**config.mk**
```make
export PLATFORM = sky130hd
export DESIGN_NAME = riscv_mdu
export DESIGN_NICKNAME = d
export VERILOG_FILES = /design/src/rtl/riscv_mdu_pkg.sv /design/src/rtl/riscv_mdu_iter_step.sv /design/src/rtl/riscv_mdu.sv
export SDC_FILE = /design/constraint.sdc
export NUM_CORES = 1
export LEC_CHECK = 0
export ABC_AREA = 1
export ABC_CLOCK_PERIOD_IN_PS = 12700
export BUFFER_PORTS_ARGS = -buffer_cell sky130_fd_sc_hd__buf_2
export CAP_MARGIN = 20
export CELL_PAD_IN_SITES_DETAIL_PLACEMENT = 1
export CELL_PAD_IN_SITES_GLOBAL_PLACEMENT = 1
export CORE_MARGIN = 8
export CORE_UTILIZATION = 46
export DETAILED_ROUTE_END_ITERATION = 16
export HOLD_SLACK_MARGIN = 0.15
export PLACE_DENSITY_LB_ADDON = 0.1
export RECOVER_POWER = 100
export SLEW_MARGIN = 10
export SYNTH_ARGS = -nofsm -noshare
export SYNTH_HDL_FRONTEND = slang
export SYNTH_SLANG_ARGS = --single-unit
export TNS_END_PERCENT = 100
```
**constraint.sdc**
```tcl
create_clock -name clk -period 12.7 [get_ports clk]
set_clock_uncertainty 0.2 [all_clocks]
set_input_delay 0.635 -clock clk [delete_from_list [all_inputs] [get_ports clk]]
set_output_delay 0.635 -clock clk [all_outputs]
set_load 0.01 [all_outputs]
```
**src/rtl/riscv_mdu_pkg.sv**
```systemverilog
// riscv_mdu_pkg: shared types and decode helpers for the riscv_mdu block.
//   mdu_op_e    : RV32M funct3 encodings
//   mdu_state_e : controller states (IDLE, CALC, DONE)
//   is_signed_a / is_signed_b / is_div : operand signedness and divide decode
package riscv_mdu_pkg;

    typedef enum logic [2:0] {
        OP_MUL    = 3'b000,
        OP_MULH   = 3'b001,
        OP_MULHSU = 3'b010,
        OP_MULHU  = 3'b011,
        OP_DIV    = 3'b100,
        OP_DIVU   = 3'b101,
        OP_REM    = 3'b110,
        OP_REMU   = 3'b111
    } mdu_op_e;

    typedef enum logic [1:0] {
        IDLE = 2'd0,
        CALC = 2'd1,
        DONE = 2'd2
    } mdu_state_e;

    function automatic logic is_signed_a(input mdu_op_e op);
        return op inside {OP_MULH, OP_MULHSU, OP_DIV, OP_REM};
    endfunction

    function automatic logic is_signed_b(input mdu_op_e op);
        return op inside {OP_MULH, OP_DIV, OP_REM};
    endfunction

    function automatic logic is_div(input mdu_op_e op);
        return op[2];
    endfunction

endpackage

```
**src/rtl/riscv_mdu_iter_step.sv**
```systemverilog
// mdu_iter_step: one combinational iteration on the 2*XLEN accumulator.
//   Multiply: acc = {partial_hi, multiplier_lo}; adds opnd (multiplicand) to the
//             high half when the current multiplier bit is set, then shifts right.
//   Divide  : acc = {remainder, dividend_bits}; shifts left one bit, subtracts
//             opnd (divisor) when it fits, and shifts the quotient bit in.
// Ports: div (divide select, only with RISCV_MDU_DIV_EN), acc, opnd, acc_next.
// Macro RISCV_MDU_DIV_EN: when undefined the divide step is not built.
module mdu_iter_step #(
    parameter int XLEN = 32
) (
`ifdef RISCV_MDU_DIV_EN
    input  logic                div,
`endif
    input  logic [2*XLEN-1:0]   acc,
    input  logic [XLEN-1:0]     opnd,
    output logic [2*XLEN-1:0]   acc_next
);

    logic [XLEN:0] mul_sum;

    always_comb begin
        // Extra carry bit so the add never loses its top bit before the shift.
        mul_sum  = {1'b0, acc[2*XLEN-1:XLEN]} + (acc[0] ? {1'b0, opnd} : '0);
        acc_next = {mul_sum, acc[XLEN-1:1]};
`ifdef RISCV_MDU_DIV_EN
        if (div) begin
            acc_next = div_step(acc, opnd);
        end
`endif
    end

`ifdef RISCV_MDU_DIV_EN
    function automatic logic [2*XLEN-1:0] div_step(input logic [2*XLEN-1:0] a,
                                                   input logic [XLEN-1:0]   d);
        logic [XLEN:0]   rem_shift;
        logic [XLEN:0]   diff;
        logic            ge;
        logic [XLEN-1:0] new_rem;
        // Remainder is always below the divisor, so the shifted value fits XLEN+1 bits.
        rem_shift = a[2*XLEN-1:XLEN-1];
        ge        = rem_shift >= {1'b0, d};
        diff      = rem_shift - {1'b0, d};
        new_rem   = ge ? diff[XLEN-1:0] : rem_shift[XLEN-1:0];
        return {new_rem, a[XLEN-2:0], ge};
    endfunction
`endif

endmodule

```
**src/rtl/riscv_mdu.sv**
```systemverilog
// riscv_mdu: iterative RV32M multiply/divide unit (shift-add / restoring divide).
//   clk, rst (async, active-high)
//   start, op[2:0] (funct3), A (rs1), B (rs2)  : request, captured on acceptance
//   busy, done, ALUout, illegal                : status and result
// Handshake: a request is accepted on a rising edge where start=1 and busy=0;
// busy stays high from the next cycle through the done cycle, starts seen while
// busy are dropped. done is a one-cycle pulse with ALUout valid; ALUout holds
// until the next accepted request.
// Macro RISCV_MDU_DIV_EN: defined builds all eight ops; undefined builds the
// multiply-only subset where divide ops complete at once with illegal=1.
import riscv_mdu_pkg::*;

module riscv_mdu #(
    parameter int XLEN = 32
) (
    input  logic            clk,
    input  logic            rst,
    input  logic            start,
    input  logic [2:0]      op,
    input  logic [XLEN-1:0] A,
    input  logic [XLEN-1:0] B,
    output logic            busy,
    output logic            done,
    output logic [XLEN-1:0] ALUout,
    output logic            illegal
);

    localparam int CW = $clog2(XLEN);

    mdu_state_e         state, state_next;
    mdu_op_e            op_in;
    logic [CW-1:0]      cnt;
    logic [2*XLEN-1:0]  acc, acc_next, prod;
    logic [XLEN-1:0]    opnd, mag_a, mag_b, fast_res, res_final;
    logic               neg_a, neg_b, neg_a_in, neg_b_in, mul_lo_q;
    logic               accept, fast, last_step;
`ifdef RISCV_MDU_DIV_EN
    localparam logic [XLEN-1:0] MOST_NEG = {1'b1, {(XLEN-1){1'b0}}};
    logic               div_q, rem_q;
    logic [XLEN-1:0]    quot, rem, q_fix, r_fix;
`else
    logic               op_ill, ill_q;
`endif

    assign op_in     = mdu_op_e'(op);
    assign accept    = (state == IDLE) && start;
    assign last_step = (cnt == CW'(XLEN - 1));

    mdu_iter_step #(.XLEN(XLEN)) u_step (
`ifdef RISCV_MDU_DIV_EN
        .div      (div_q),
`endif
        .acc      (acc),
        .opnd     (opnd),
        .acc_next (acc_next)
    );

    // Operand magnitudes and the fast-path (special case / illegal) decode.
    always_comb begin
        neg_a_in = is_signed_a(op_in) & A[XLEN-1];
        neg_b_in = is_signed_b(op_in) & B[XLEN-1];
        mag_a    = neg_a_in ? -A : A;
        mag_b    = neg_b_in ? -B : B;
        fast     = 1'b0;
        fast_res = '0;
`ifdef RISCV_MDU_DIV_EN
        if (is_div(op_in) && (B == '0)) begin
            fast     = 1'b1;
            fast_res = op[1] ? A : '1;           // op[1] selects REM/REMU
        end else if ((op_in == OP_DIV || op_in == OP_REM) && A == MOST_NEG && B == '1) begin
            fast     = 1'b1;
            fast_res = op[1] ? '0 : A;
        end
`else
        op_ill = is_div(op_in);
        fast   = op_ill;
`endif
    end

    // Sign correction of the last step's accumulator, written on entry to DONE.
    always_comb begin
        prod      = (neg_a ^ neg_b) ? -acc_next : acc_next;
        res_final = mul_lo_q ? prod[XLEN-1:0] : prod[2*XLEN-1:XLEN];
`ifdef RISCV_MDU_DIV_EN
        quot  = acc_next[XLEN-1:0];
        rem   = acc_next[2*XLEN-1:XLEN];
        q_fix = (neg_a ^ neg_b) ? -quot : quot;
        r_fix = neg_a ? -rem : rem;          // remainder follows the dividend
        if (div_q) begin
            res_final = rem_q ? r_fix : q_fix;
        end
`endif
    end

    always_ff @(posedge clk or posedge rst) begin
        if (rst) begin
            state <= IDLE;
        end else begin
            state <= state_next;
        end
    end

    always_comb begin
        state_next = state;
        case (state)
            IDLE:    if (start) state_next = fast ? DONE : CALC;
            CALC:    if (last_step) state_next = DONE;
            DONE:    state_next = IDLE;
            default: state_next = IDLE;
        endcase
    end

    always_ff @(posedge clk or posedge rst) begin
        if (rst) begin
            cnt      <= '0;
            acc      <= '0;
            opnd     <= '0;
            neg_a    <= 1'b0;
            neg_b    <= 1'b0;
            mul_lo_q <= 1'b0;
            ALUout   <= '0;
`ifdef RISCV_MDU_DIV_EN
            div_q    <= 1'b0;
            rem_q    <= 1'b0;
`else
            ill_q    <= 1'b0;
`endif
        end else if (accept) begin
            cnt      <= '0;
            neg_a    <= neg_a_in;
            neg_b    <= neg_b_in;
            mul_lo_q <= (op_in == OP_MUL);
            acc      <= {{XLEN{1'b0}}, mag_b};
            opnd     <= mag_a;
`ifdef RISCV_MDU_DIV_EN
            div_q    <= is_div(op_in);
            rem_q    <= op[1];
            if (is_div(op_in)) begin
                acc  <= {{XLEN{1'b0}}, mag_a};
                opnd <= mag_b;
            end
`else
            ill_q    <= op_ill;
`endif
            if (fast) begin
                ALUout <= fast_res;
            end
        end else if (state == CALC) begin
            acc <= acc_next;
            cnt <= cnt + 1'b1;
            if (last_step) begin
                ALUout <= res_final;
            end
        end
    end

    assign busy = (state != IDLE);
    assign done = (state == DONE);
`ifdef RISCV_MDU_DIV_EN
    assign illegal = 1'b0;
`else
    assign illegal = done & ill_q;
`endif

endmodule
```
# == Yosys cells after proc, flatten, opt, wreduce, memory -nomap -nowiden ==
# Cells that the tools add are included.
# op_classes
n_eq_ne,10
div_mod_pow,0
n_mux,17
add_sub_neg,5
n_lt_le_gt_ge,0
n_reduce_logical,10
n_shift,0
n_mul,0
n_bitwise,4
# ops
op,count
32-bit 2-to-1 mux,8
64-bit 2-to-1 mux,3
32-bit negation,2
64-bit negation,1
32-bit by 33-bit adder with 33-bit output,1
5-bit 2-to-1 mux,2
3-bit equality test (second input constant),2
2-bit 2-to-1 mux,3
2-bit inequality test (second input constant),3
2-bit nonzero test,3
5-bit by 1-bit adder with 5-bit output (second input constant),1
5-bit equality test (second input constant),1
2-bit case mux with 2 select lines,1
4-bit nonzero test,1
1-bit bitwise AND,3
3-bit by 1-bit equality test with 1-bit output (second input constant),1
3-bit by 2-bit equality test with 1-bit output (second input constant),1
3-bit logical NOT,1
3-bit AND reduction,1
3-bit nonzero test,1
2-bit by 1-bit equality test with 1-bit output (second input constant),1
2-bit equality test (second input constant),1
2-bit logical NOT,1
2-bit AND reduction,1
2 further kinds,2
# word_totals
romBits,0
register_bits,139
mem_count,0
inputBits,70
ramBits,0
latch_bits,0
out_inout_bits,35

# == Depth between registers and ports, before layout ==
# Gate-level depths: netlist of run 1.
# logic_depth
word_depth,8
ltp_mapped,26

# == Modules after synthesis ==
# A second synthesis of run 1 with hierarchy kept.
# hier_totals
hier_cells,2174
hier_area_um2,12821.0
# by_module_without_submodules
module,area_per_inst_um2,instances,seq_area_each_um2,cells_each
riscv_mdu,9950.8,1,3478.3,1571
mdu_iter_step,2870.3,1,0.0,603

# == Worst setup path after synthesis of run 1 ==
# No wires, ideal clock.
# synth_timing
path_type,register to register
start,register acc[0]
end,register ALUout[27]
t_required_ns,12.384
t_arrival_ns,2.868
path_stages_with_launch,22
slack_ns,9.516
n_path_buf,2
cell_sequence,dfrtp_1 > clkbuf_1 > clkbuf_1 > nand2_1 > inv_1 > ha_1 > fa_1 > xor2_1 > nor2_2 > nand2_1 > nor2_1 > nand2_1 > nor3_4 > nand2_2 > nor2_4 > nor2_4 > nor2_4 > nand2_1 > nand2_1 > nand3_1 > nand2_1 > nand2_1
# synth_via
elab_chain_len,8
# synth_rtl
element,line,source
from (decl),riscv_mdu.sv:33,"logic [2*XLEN-1:0] acc, acc_next, prod;"
from (signal assigned),riscv_mdu.sv:133,"acc <= {{XLEN{1'b0}}, mag_b};"
from (signal assigned),riscv_mdu.sv:149,acc <= acc_next;
32-bit 2-to-1 mux (*),riscv_mdu_iter_step.sv:23,"mul_sum = {1'b0, acc[2*XLEN-1:XLEN]} + (acc[0] ? {1'b0, opnd} : '0);"
32-bit by 33-bit adder with 33-bit output (*),riscv_mdu_iter_step.sv:23,
64-bit negation,riscv_mdu.sv:82,prod = (neg_a ^ neg_b) ? -acc_next : acc_next;
64-bit 2-to-1 mux (*),riscv_mdu.sv:82,
32-bit 2-to-1 mux (*),riscv_mdu.sv:83,res_final = mul_lo_q ? prod[XLEN-1:0] : prod[2*XLEN-1:XLEN];
32-bit 2-to-1 mux (*),riscv_mdu.sv:151,if (last_step) begin
32-bit 2-to-1 mux (*),riscv_mdu.sv:148,end else if (state == CALC) begin
32-bit 2-to-1 mux (*),riscv_mdu.sv:128,end else if (accept) begin
to (signal assigned),riscv_mdu.sv:146,ALUout <= fast_res;
to (signal assigned),riscv_mdu.sv:152,ALUout <= res_final;
to (decl),riscv_mdu.sv:24,"output logic [XLEN-1:0] ALUout,"
# Every way passes the cells marked *; elsewhere a longest branch is shown, timed or not. The select of a mux whose other input is x is not followed.
# A chain may end at the register's enable or synchronous reset.

# == Worst setup path after layout of run 1 ==
# layout_timing
start,register state[0]
end,register acc[1]
# layout_via
elab_chain_len,3
word_cells_on_any_way,5
cone_classes,1 x eq/ne; 1 x mux; 3 x reduce/logical
# layout_rtl
element,line,source
from (decl),riscv_mdu.sv:30,"mdu_state_e state, state_next;"
from (signal assigned),riscv_mdu.sv:99,state <= state_next;
2-bit logical NOT,riscv_mdu.sv:46,assign accept = (state == IDLE) && start;
1-bit logical AND,riscv_mdu.sv:46,
64-bit 2-to-1 mux / 2-bit nonzero test (equally long branches),n/a,
# Several ways; a longest one is shown, not always the timed one.

==> results.toml, run 1 <==
[floorplan]
io_pins = 105
die_x_microns = 179
die_area_sq_um = 32000
rows = 59
coreArea_sq_um = 26100
start_util = 0.468
die_h_microns = 179

[setup_path]
path_buf_inv = 3
critPathSlowestCell = "clkbuf_1"
crit_path_max_incr_delay_ns = 2.81
critical_path_class = "flip-flop to flip-flop"
cp_max_fo = 112
cp.required_ns = 12.70
start_kind = "flip-flop"
critical_path.top_delay_family = "buffers and inverters"
arrival_ns = 7.76
cp_cell_sequence = "nor2_1 -> nand2_2 -> clkbuf_1 -> inv_1 -> nor2_1 -> clkbuf_1 -> a22oi_1"
cp-end-kind = "flip-flop"

[routing]
vias = 13200
drc = 0
avgRoutedWirePerCell_microns = 18.6
drtAntennaViolNets = 0
dr.pass1.iters = 5
drt_iter0_drc = 789
avgViaCountPerCell = 5.48
finalWirelength_microns = 44800

[final_layout]
diodes = 0
area_growth_syn_to_layout_pct = 10.3
drive_gt1_frac = 0.101
fillers = 3717
regArea_sq_um = 3480
final_cell_mix = "nand2_1, inv_1, o21ai_0"
nets = 2168
final_common_cell = "nand2_1"
fin_area_sq_um = 13500
multi_input_area_sq_um = 7370

[clock_tree]
clock-sinks = 139
cts-resized-gates = 0
root_buffer = "clkbuf_16"
cts_buffer_depth = 2
clk_latency_ns = 0.44
numCtsBuffers = 17
clkSlewWorstSetupHoldPaths_ns = 0.06
cts_tree = "yes"
htree_levels = 4

[yosys]
async_flop_share = 1.00
synth.top_cell.area_share = 0.285
syn_nets = 2094
synth-edff-count = 0
synth_area_leader_cell = "dfrtp_1"
syn_inst = 1986
yosysWarnings = 0
ys_ff_latch = 139
synthTopCellsByArea = "dfrtp_1, nand2_1, inv_1, o21ai_0, nand3_1"
yosysUniqueCellTypes = 54
ys_seq_area_frac = 0.285
yosys_most_used_dff = "dfrtp_1"
avgSynthCellArea_sq_um = 6.14
syn-cell-area_sq_um = 12200

[sta]
fmax_mhz = 129
tightest_slew_ns = 4.00
rsz0062_at_grt = "no"
setup_tns_ns = 0
min_period_over_period = 0.611
hold_viol = 0
maxSlewHeadroom = -1.67
fin_crit_ns = 7.76
finalSetupViolations = 0
maxSlewViolCount = 270

[power_and_ir_drop]
leakage_nw = 7.29
vdd_drop_max_mv = 0.162
p_per_area_nw_per_um2 = 258
power_mw = 3.47

[placement]
io_buffers = 104
dpl.hpwl_microns = 35400
dpl-instance-area_sq_um = 12900
gp_congestion = 0.908

[global_routing]
grt_pass1_vias = 13500
grt_overflow = 0
grt_pass1_wl_microns = 72700
grt_max_degree = 113
grt_usage = 0.287
antenna_found_initial = 0

[min_path]
hold_class = "input pin to flip-flop"

[run_status]
status = "finished with violations"
violations = "max-capacitance violations, max-slew violations"

[job]
drv_cap = 4
==> kinds of logic after synthesis <==
kind of cell             Yosys count  share of synthesized area
AO/OA/AOI/OAI                    289                      0.128
AND/OR/NAND/NOR                 1117                      0.397
flip-flops                       139                      0.285
buffers and inverters            348                      0.111
XOR/XNOR                          55                     0.0395
adder cells (fa/ha/maj)           38                     0.0396
==> synth_stat cells, drive strengths merged (2+ instances only) <==
master and count:
nand2 699, inv 289, nor2 201, o21ai 194, dfrtp 139, nand3 135
a21oi 65, clkbuf 43, xor2 43, ha 37, nor3 27, nand4 26
buf 13, xnor2 12, nand3b 11, or2 10, a32o 7, o31ai 6
and2 5, a31oi 4, o221ai 4, a21o 2, nor3b 2, o211ai 2
==> through the flow <==
stage	util	hold slack, ns	std cells	setup WS, ns
after detailed placement	0.496	0.266	2373	8.73
after global routing	0.517	0.255	2408	4.24
final	0.517	0.253	2408	4.94
after CTS	0.519	0.241	2406	8.66
after global placement	0.496	0.262	2373	8.80
after floorplan	-	0.249	1986	8.14
==> where the power goes <==
part	internal (mW)	switching [mW]	total, mW
Sequential	0.607	0.164	0.770
Clock	0.292	0.224	0.517
Combinational	0.631	1.55	2.18
==> area by class of cell <==
type                            count  share of cell area
Multi-Input combinational cell   1499               0.547
Sequential cell                   139               0.258
Inverter                          290              0.0809
Timing Repair Buffer              113              0.0391
Clock buffer                       20              0.0324
Tap cell                          335              0.0311
Clock inverter                     12              0.0105
==> repair_timing <==
action                                 4_1_cts  5_1_grt
buffers inserted                             0        0
endpoints found under the hold margin       60        0
hold buffers                                 1        0
==> state kept, by name, summed over array words and instances, names as in the netlist <==
name,cells
ALUout,32
acc,64
cnt,5
ill_q,1
mul_lo_q,1
neg_a,1
neg_b,1
opnd,32
state,2
==> worst paths after layout <==
path / start / endpoint / slack, ns / depth (start not counted)
hold / removal: op[0] / mul_lo_q$_DFFE_PP0P_ / 0.25 / 2
hold reg to reg: ALUout[8]$_DFFE_PP0P_ / ALUout[8]$_DFFE_PP0P_ / 0.28 / 2
min in group asynchronous: rst / neg_b$_DFFE_PP0P_ / 1.33 / 3
max in group asynchronous: rst / acc[60]$_DFFE_PP0P_ / 5.94 / 5
setup reg to reg: state[0]$_DFFE_PP0P_ / acc[1]$_DFFE_PP0P_ / 4.94 / 7
setup / recovery: state[0]$_DFFE_PP0P_ / acc[1]$_DFFE_PP0P_ / 4.94 / 7
==> routing by layer <==
metal	track usage	part of all wire
met1	0.400	0.47
met5	0	0
met2	0.450	0.44
met4	0.111	0.036
met3	0.0316	0.047
(Power assumes the default switching activity.)
==> inputs of run 2 (changes only) <==
--- a/config.mk
+++ b/config.mk
@@ -6,13 +6,13 @@
 export NUM_CORES = 1
 export LEC_CHECK = 0
 export ABC_AREA = 1
-export ABC_CLOCK_PERIOD_IN_PS = 12700
+export ABC_CLOCK_PERIOD_IN_PS = 7900
 export BUFFER_PORTS_ARGS = -buffer_cell sky130_fd_sc_hd__buf_2
 export CAP_MARGIN = 20
 export CELL_PAD_IN_SITES_DETAIL_PLACEMENT = 1
 export CELL_PAD_IN_SITES_GLOBAL_PLACEMENT = 1
 export CORE_MARGIN = 8
-export CORE_UTILIZATION = 46
+export CORE_UTILIZATION = 43
 export DETAILED_ROUTE_END_ITERATION = 16
 export HOLD_SLACK_MARGIN = 0.15
 export PLACE_DENSITY_LB_ADDON = 0.1
==> constraint.sdc (replaced) <==
create_clock -name clk -period 7.9 [get_ports clk]
set_clock_uncertainty 0.2 [all_clocks]
set_input_delay 0.395 -clock clk [delete_from_list [all_inputs] [get_ports clk]]
set_output_delay 0.395 -clock clk [all_outputs]
set_load 0.01 [all_outputs]
==> results.toml, run 2 (synthesized netlist as in run 1, its figures left out) <==
[run_status]
status = "finished with violations"
violations = "max-capacitance violations, max-slew violations"

[final_layout]
nets = 2204
regArea_sq_um = 3480
drive_gt1_frac = 0.0934
largest_reg_flops = 64
registers.top_by_ff_count = "acc"
stdcell_count = 2487
fillers = 3894
multi_input_area_sq_um = 7290
diodes = 0
area_growth_syn_to_layout_pct = 13.2
top_regs = "acc (64), ALUout (32), opnd (32)"
final_common_cell = "nand2_1"
final_cell_mix = "nand2_1, inv_1, o21ai_0"

[sta]
min_period_over_period = 0.583
setup_tns_ns = 0
maxSlewViolCount = 125
rsz0062_at_grt = "no"
fin_crit_ns = 4.60
tightest_slew_ns = 4.01
fmax_mhz = 217
hold_viol = 0
maxSlewHeadroom = -1.69
finalSetupViolations = 0

[global_routing]
grt_usage = 0.280
grt_pass1_vias = 14100
grt_pass1_wl_microns = 75300
antenna_found_initial = 0
grt_overflow = 0
grt_max_degree = 113

[power_and_ir_drop]
clkPwrFrac = 0.146
p_per_area_nw_per_um2 = 399
power.switching_mw = 3.08
p_seq_frac = 0.224
p_sw_frac = 0.559
power.internal_mw = 2.43
leakage_nw = 7.45
combPwrFrac = 0.630
vdd_drop_max_mv = 0.269

[routing]
drc = 0
vias = 13300
drtAntennaViolNets = 0
drt_iter0_drc = 780
finalWirelength_microns = 46400
dr.pass1.iters = 5
avgViaCountPerCell = 5.36
avgRoutedWirePerCell_microns = 18.7

[clock_tree]
cts_tree = "yes"
clkSlewWorstSetupHoldPaths_ns = 0.07
clock-sinks = 139
numCtsBuffers = 17
root_buffer = "clkbuf_16"
htree_levels = 4
cts_buffer_depth = 2
clk_latency_ns = 0.44
cts-resized-gates = 0

[floorplan]
die_h_microns = 184
die_area_sq_um = 34000
rows = 61
io_pins = 105
die_x_microns = 184
coreArea_sq_um = 27900
start_util = 0.438

[setup_path]
cp.required_ns = 7.92
cp_max_fo = 112
start_kind = "flip-flop"
cp-end-kind = "flip-flop"
critical_path_class = "flip-flop to flip-flop"
arrival_ns = 4.63

[placement]
io_buffers = 104
dpl.hpwl_microns = 35700
gp_congestion = 0.909
dp.cells = 2418

[min_path]
hold_class = "input pin to flip-flop"

[job]
drv_cap = 2
## run 2: path summary, 6_finish.rpt
kind,from,endpoint,slack [ns],depth (start not counted)
worst max-delay path,state[0]$_DFFE_PP0P_,acc[1]$_DFFE_PP0P_,3.30,7
worst min-delay path,A[21],opnd[21]$_DFFE_PP0P_,0.16,3
worst max register to register,state[0]$_DFFE_PP0P_,acc[1]$_DFFE_PP0P_,3.30,7
worst min register to register,ALUout[8]$_DFFE_PP0P_,ALUout[8]$_DFFE_PP0P_,0.28,2
max in group asynchronous,rst,acc[31]$_DFFE_PP0P_,3.90,4
min in group asynchronous,rst,cnt[3]$_DFFE_PP0P_,1.51,3
## run 2: layer usage
metal	vias to the layer above	wire length, microns	track usage
met5	-	0	0
met4	0	1640	0.110
met2	324	21100	0.450
met1	6437	21900	0.377
li1	6494	-	-
met3	78	1780	0.0348
## run 2: per-stage QoR
| stage | setup slack (ns) | total power, mW | area, sq um | util | hold slack (ns) |
|---|---|---|---|---|---|
| floorplan | 3.58 | 3.61 | 12200 | - | 0.249 |
| global placement | 4.02 | 4.54 | 13000 | 0.466 | 0.260 |
| detailed placement | 3.91 | 4.68 | 13000 | 0.467 | 0.263 |
| CTS | 3.87 | 5.53 | 14000 | 0.501 | 0.150 |
| global route | 2.95 | 5.99 | 13800 | 0.496 | 0.187 |
| finish | 3.30 | 5.51 | 13800 | 0.496 | 0.161 |
## run 2: what timing repair did
item                                   CTS  global route
setup buffers                            0             0
hold buffers                            37             0
endpoints found under the hold margin  120             0
## run 2: power by group through the flow
stage	clock, mW	sequential [mW]	combinational (mW)
finish	0.806	1.24	3.47
global route	0.840	1.27	3.88
CTS	0.815	1.23	3.49
detailed placement	0	1.24	3.44
global placement	0	1.23	3.32
floorplan	0	1.12	2.49
## run 2: final cells by class
cell class	instances	share of cell area
clock buffer	18	0.0311
inverter	290	0.0789
multi-input combinational	1499	0.527
clock inverter	14	0.00996
timing repair buffer	149	0.0666
sequential	139	0.252
tap	378	0.0342
## run 2: critical path: stages (launching register included)
cell and delay [ns]:
dfrtp_1 0.44, nor2_1 0.10, nand2_2 0.06, buf_4 0.69
inv_1 0.62, nor2_1 0.29, clkbuf_1 1.66, a22oi_1 0.27
==> inputs of run 3 (changes only) <==
--- a/config.mk
+++ b/config.mk
@@ -5,14 +5,14 @@
 export SDC_FILE = /design/constraint.sdc
 export NUM_CORES = 1
 export LEC_CHECK = 0
-export ABC_AREA = 1
-export ABC_CLOCK_PERIOD_IN_PS = 7900
+export ABC_AREA = 0
+export ABC_CLOCK_PERIOD_IN_PS = 3900
 export BUFFER_PORTS_ARGS = -buffer_cell sky130_fd_sc_hd__buf_2
 export CAP_MARGIN = 20
 export CELL_PAD_IN_SITES_DETAIL_PLACEMENT = 1
 export CELL_PAD_IN_SITES_GLOBAL_PLACEMENT = 1
 export CORE_MARGIN = 8
-export CORE_UTILIZATION = 43
+export CORE_UTILIZATION = 41
 export DETAILED_ROUTE_END_ITERATION = 16
 export HOLD_SLACK_MARGIN = 0.15
 export PLACE_DENSITY_LB_ADDON = 0.1
==> constraint.sdc (replaced) <==
create_clock -name clk -period 3.9 [get_ports clk]
set_clock_uncertainty 0.2 [all_clocks]
set_input_delay 0.195 -clock clk [delete_from_list [all_inputs] [get_ports clk]]
set_output_delay 0.195 -clock clk [all_outputs]
set_load 0.01 [all_outputs]
==> results.toml, run 3 <==
[floorplan]
io_pins = 105
die_area_sq_um = 31800
die_h_microns = 178
rows = 59
coreArea_sq_um = 26000
start_util = 0.415
die_x_microns = 178

[final_layout]
fin_util = 0.561
nets = 1754
fin_area_sq_um = 14600
fillers = 3158
drive_gt1_frac = 0.217
final_cell_mix = "nand2_1, dfrtp_1, buf_4"
final_common_cell = "nand2_1"
diodes = 0
largest_reg_flops = 64
area_growth_syn_to_layout_pct = 35.0
top_regs = "acc (64), ALUout (32), opnd (32)"
registers.top_by_ff_count = "acc"

[yosys]
synth_fa_ha_area_frac = 0.0447
synth-edff-count = 0
async_flop_share = 1.00
syn-cell-area_sq_um = 10800
synthXorXnorAreaFrac = 0.109
synth_top_family_by_area = "simple AND/OR/NAND/NOR gates"
syn_inst = 1363
synth_most_common_cell = "nand2_1"
synth-simple-area-share = 0.245
yosys_most_used_dff = "dfrtp_1"
ys_seq_area_frac = 0.322
yosysUniqueCellTypes = 82
yosysWarnings = 0
synth.top_cell.area_share = 0.322
syn_nets = 1471
muxShareOfSynthArea = 0.00371
synth_common_cells = "nand2_1, dfrtp_1, o21ai_0"
synth_area_leader_cell = "dfrtp_1"
synth_compound_gate_area_share = 0.235
ys_ff_latch = 139
synthTopCellsByArea = "dfrtp_1, nand2_1, o21ai_0, xnor2_1, xor2_1"
avgSynthCellArea_sq_um = 7.92

[sta]
fin_hold_ws_ns = 0.235
fmax_mhz = 251
rsz0062_at_grt = "yes"
hold_viol = 0
finalSetupViolations = 4
tightest_slew_ns = 1.79
maxSlewViolCount = 221
min_period_over_period = 1.02
maxSlewHeadroom = -0.201
worst_slack_ns = -0.0778
fin_crit_ns = 3.98

[setup_path]
crit_path_max_incr_delay_ns = 0.48
cp-end-kind = "flip-flop"
cp_max_fo = 8
rr_worst_depth = 15
critical_path.top_delay_family = "compound AO/OA/AOI/OAI gates"
worstSetupStartpoint = "acc[0]$_DFFE_PP0P_"
setup.worst_path.end = "ALUout[31]$_DFFE_PP0P_"
cp.depth = 15
critPathSlowestCell = "dfrtp_2"
worstReg2RegStart = "acc[0]$_DFFE_PP0P_"
r2r-end = "ALUout[31]$_DFFE_PP0P_"
critical_path_class = "flip-flop to flip-flop"
path_buf_inv = 2
start_kind = "flip-flop"
r2r_slack_ns = -0.08
cp_cell_sequence = "and2_4 -> ha_4 -> fa_2 -> a211oi_2 -> buf_4 -> o21ai_4 -> a211o_4 -> a21o_1 -> xnor2_2 -> nand4b_4 -> buf_6 -> nor4b_4 -> a31oi_1 -> xnor2_1 -> o21ai_1"
cp.required_ns = 4.00
arrival_ns = 4.08

[clock_tree]
root_buffer = "clkbuf_16"
clock-sinks = 139
clkSlewWorstSetupHoldPaths_ns = 0.07
cts_tree = "yes"
clk_latency_ns = 0.43
numCtsBuffers = 17
cts_buffer_depth = 2
htree_levels = 4

[run_status]
status = "finished with violations"
violations = "max-capacitance violations, max-slew violations, negative setup slack"

[routing]
drtAntennaViolNets = 0
finalWirelength_microns = 40500
drc = 0
avgRoutedWirePerCell_microns = 20.3
avgViaCountPerCell = 5.83
drt_iter0_drc = 694
dr.pass1.iters = 5
vias = 11600

[power_and_ir_drop]
p_seq_frac = 0.203
vdd_drop_max_mv = 0.411
power.internal_mw = 6.39
power_mw = 12.4
p_sw_frac = 0.487
p_per_area_nw_per_um2 = 854
clkPwrFrac = 0.136
combPwrFrac = 0.661
power.switching_mw = 6.06
leakage_nw = 6.25

[global_routing]
grt_overflow = 0
antenna_found_initial = 0
grt_pass1_wl_microns = 64700
grt_usage = 0.254
grt_pass1_vias = 12300
grt_max_degree = 80

[min_path]
hold_class = "input pin to flip-flop"

[placement]
dpl.hpwl_microns = 28100
io_buffers = 104
gp_congestion = 0.860
dpl-instance-area_sq_um = 12500

[job]
drv_cap = 4
-- run 3: cell types whose count changed after synthesis, moves of 30 or more --
cell / previous run / this run
nand3_1: 126 / 56
nand2_2: 30 / 0
o21ai_0: 186 / 137
inv_1: 278 / 29
xnor2_1: 12 / 70
nor2_1: 168 / 93
a31oi_1: 4 / 42
and2_1: 4 / 40
nand2_1: 668 / 217
-- run 3: logic make-up (layout without fill, tap and decap cells) --
| group | Yosys count | after routing |
|---|---|---|
| AOI/OAI and AO/OA | 406 | 406 |
| adders and majority gates | 38 | 38 |
| and+or+nand+nor | 534 | 534 |
| DFF | 139 | 139 |
| xor gates and xnor gates | 134 | 134 |
| muxes | 4 | 4 |
| buffers and inverters | 108 | 404 |
-- run 3: worst register-to-register path, stage by stage (launching register included) --
cell,delay (ns)
dfrtp_2,0.48
and2_4,0.17
ha_4,0.15
fa_2,0.34
a211oi_2,0.25
buf_4,0.18
o21ai_4,0.09
a211o_4,0.38
a21o_1,0.20
xnor2_2,0.22
nand4b_4,0.16
buf_6,0.15
nor4b_4,0.41
a31oi_1,0.17
xnor2_1,0.19
o21ai_1,0.10
-- run 3: per-layer routing --
metal,share of wire,vias up,global-route usage
met5,0,-,0
met4,0.031,0,0.0885
met3,0.034,73,0.0351
met2,0.50,238,0.445
met1,0.43,5873,0.315
li1,-,5440,-
-- run 3: worst min-delay path by stage --
| stage | startpoint | endpoint | slack, ns | cells past startpoint |
|---|---|---|---|---|
| detailed placement | rst | ALUout[9]$_DFFE_PP0P_ | 0.22 | 2 |
| CTS | B[8] | acc[9]$_DFFE_PP0P_ | 0.20 | 6 |
| global placement | rst | ALUout[9]$_DFFE_PP0P_ | 0.20 | 2 |
| global route | B[8] | acc[9]$_DFFE_PP0P_ | 0.30 | 6 |
| floorplan | op[2] | state[0]$_DFFE_PP0P_ | 0.08 | 1 |
| finish | B[8] | acc[9]$_DFFE_PP0P_ | 0.24 | 6 |
-- run 3: repair_timing --
item,CTS,global route
buffers inserted,8,5
gates resized for setup,56,66
hold buffers,97,0
pin swaps,23,34
endpoints found under the hold margin,100,0
endpoints found under the setup margin,20,25
-- run 3: final cells by class --
| cell class | count | area (sq um) | share of cell area |
|---|---|---|---|
| multi-input cells | 1116 | 7450 | 0.511 |
| flip-flops and latches | 139 | 3480 | 0.239 |
| repair buffers | 343 | 2510 | 0.173 |
| clock buffers | 17 | 425 | 0.0292 |
| well taps | 335 | 419 | 0.0288 |
| clock inverters | 15 | 176 | 0.0121 |
| inverters | 29 | 110 | 0.00756 |
-- run 3: power groups by stage --
stage	Combinational (mW)	Clock, mW	Sequential (mW)
2_1_floorplan	4.69	0	2.34
3_3_place_gp	7.09	0	2.52
3_5_place_dp	7.26	0	2.53
4_1_cts	7.79	1.72	2.52
5_1_grt	8.94	1.77	2.60
6_report	8.23	1.69	2.52
-- run 3: per-stage QoR --
step | instances | setup WS [ns] | TNS [ns]
after detailed placement | 1852 | -0.280 | -2.52
after global routing | 1994 | -0.217 | -2.10
final | 1994 | -0.0778 | -0.233
after floorplan | 1363 | 0.0103 | 0
after CTS | 1989 | -0.0303 | -0.0377
after global placement | 1852 | -0.208 | -1.81
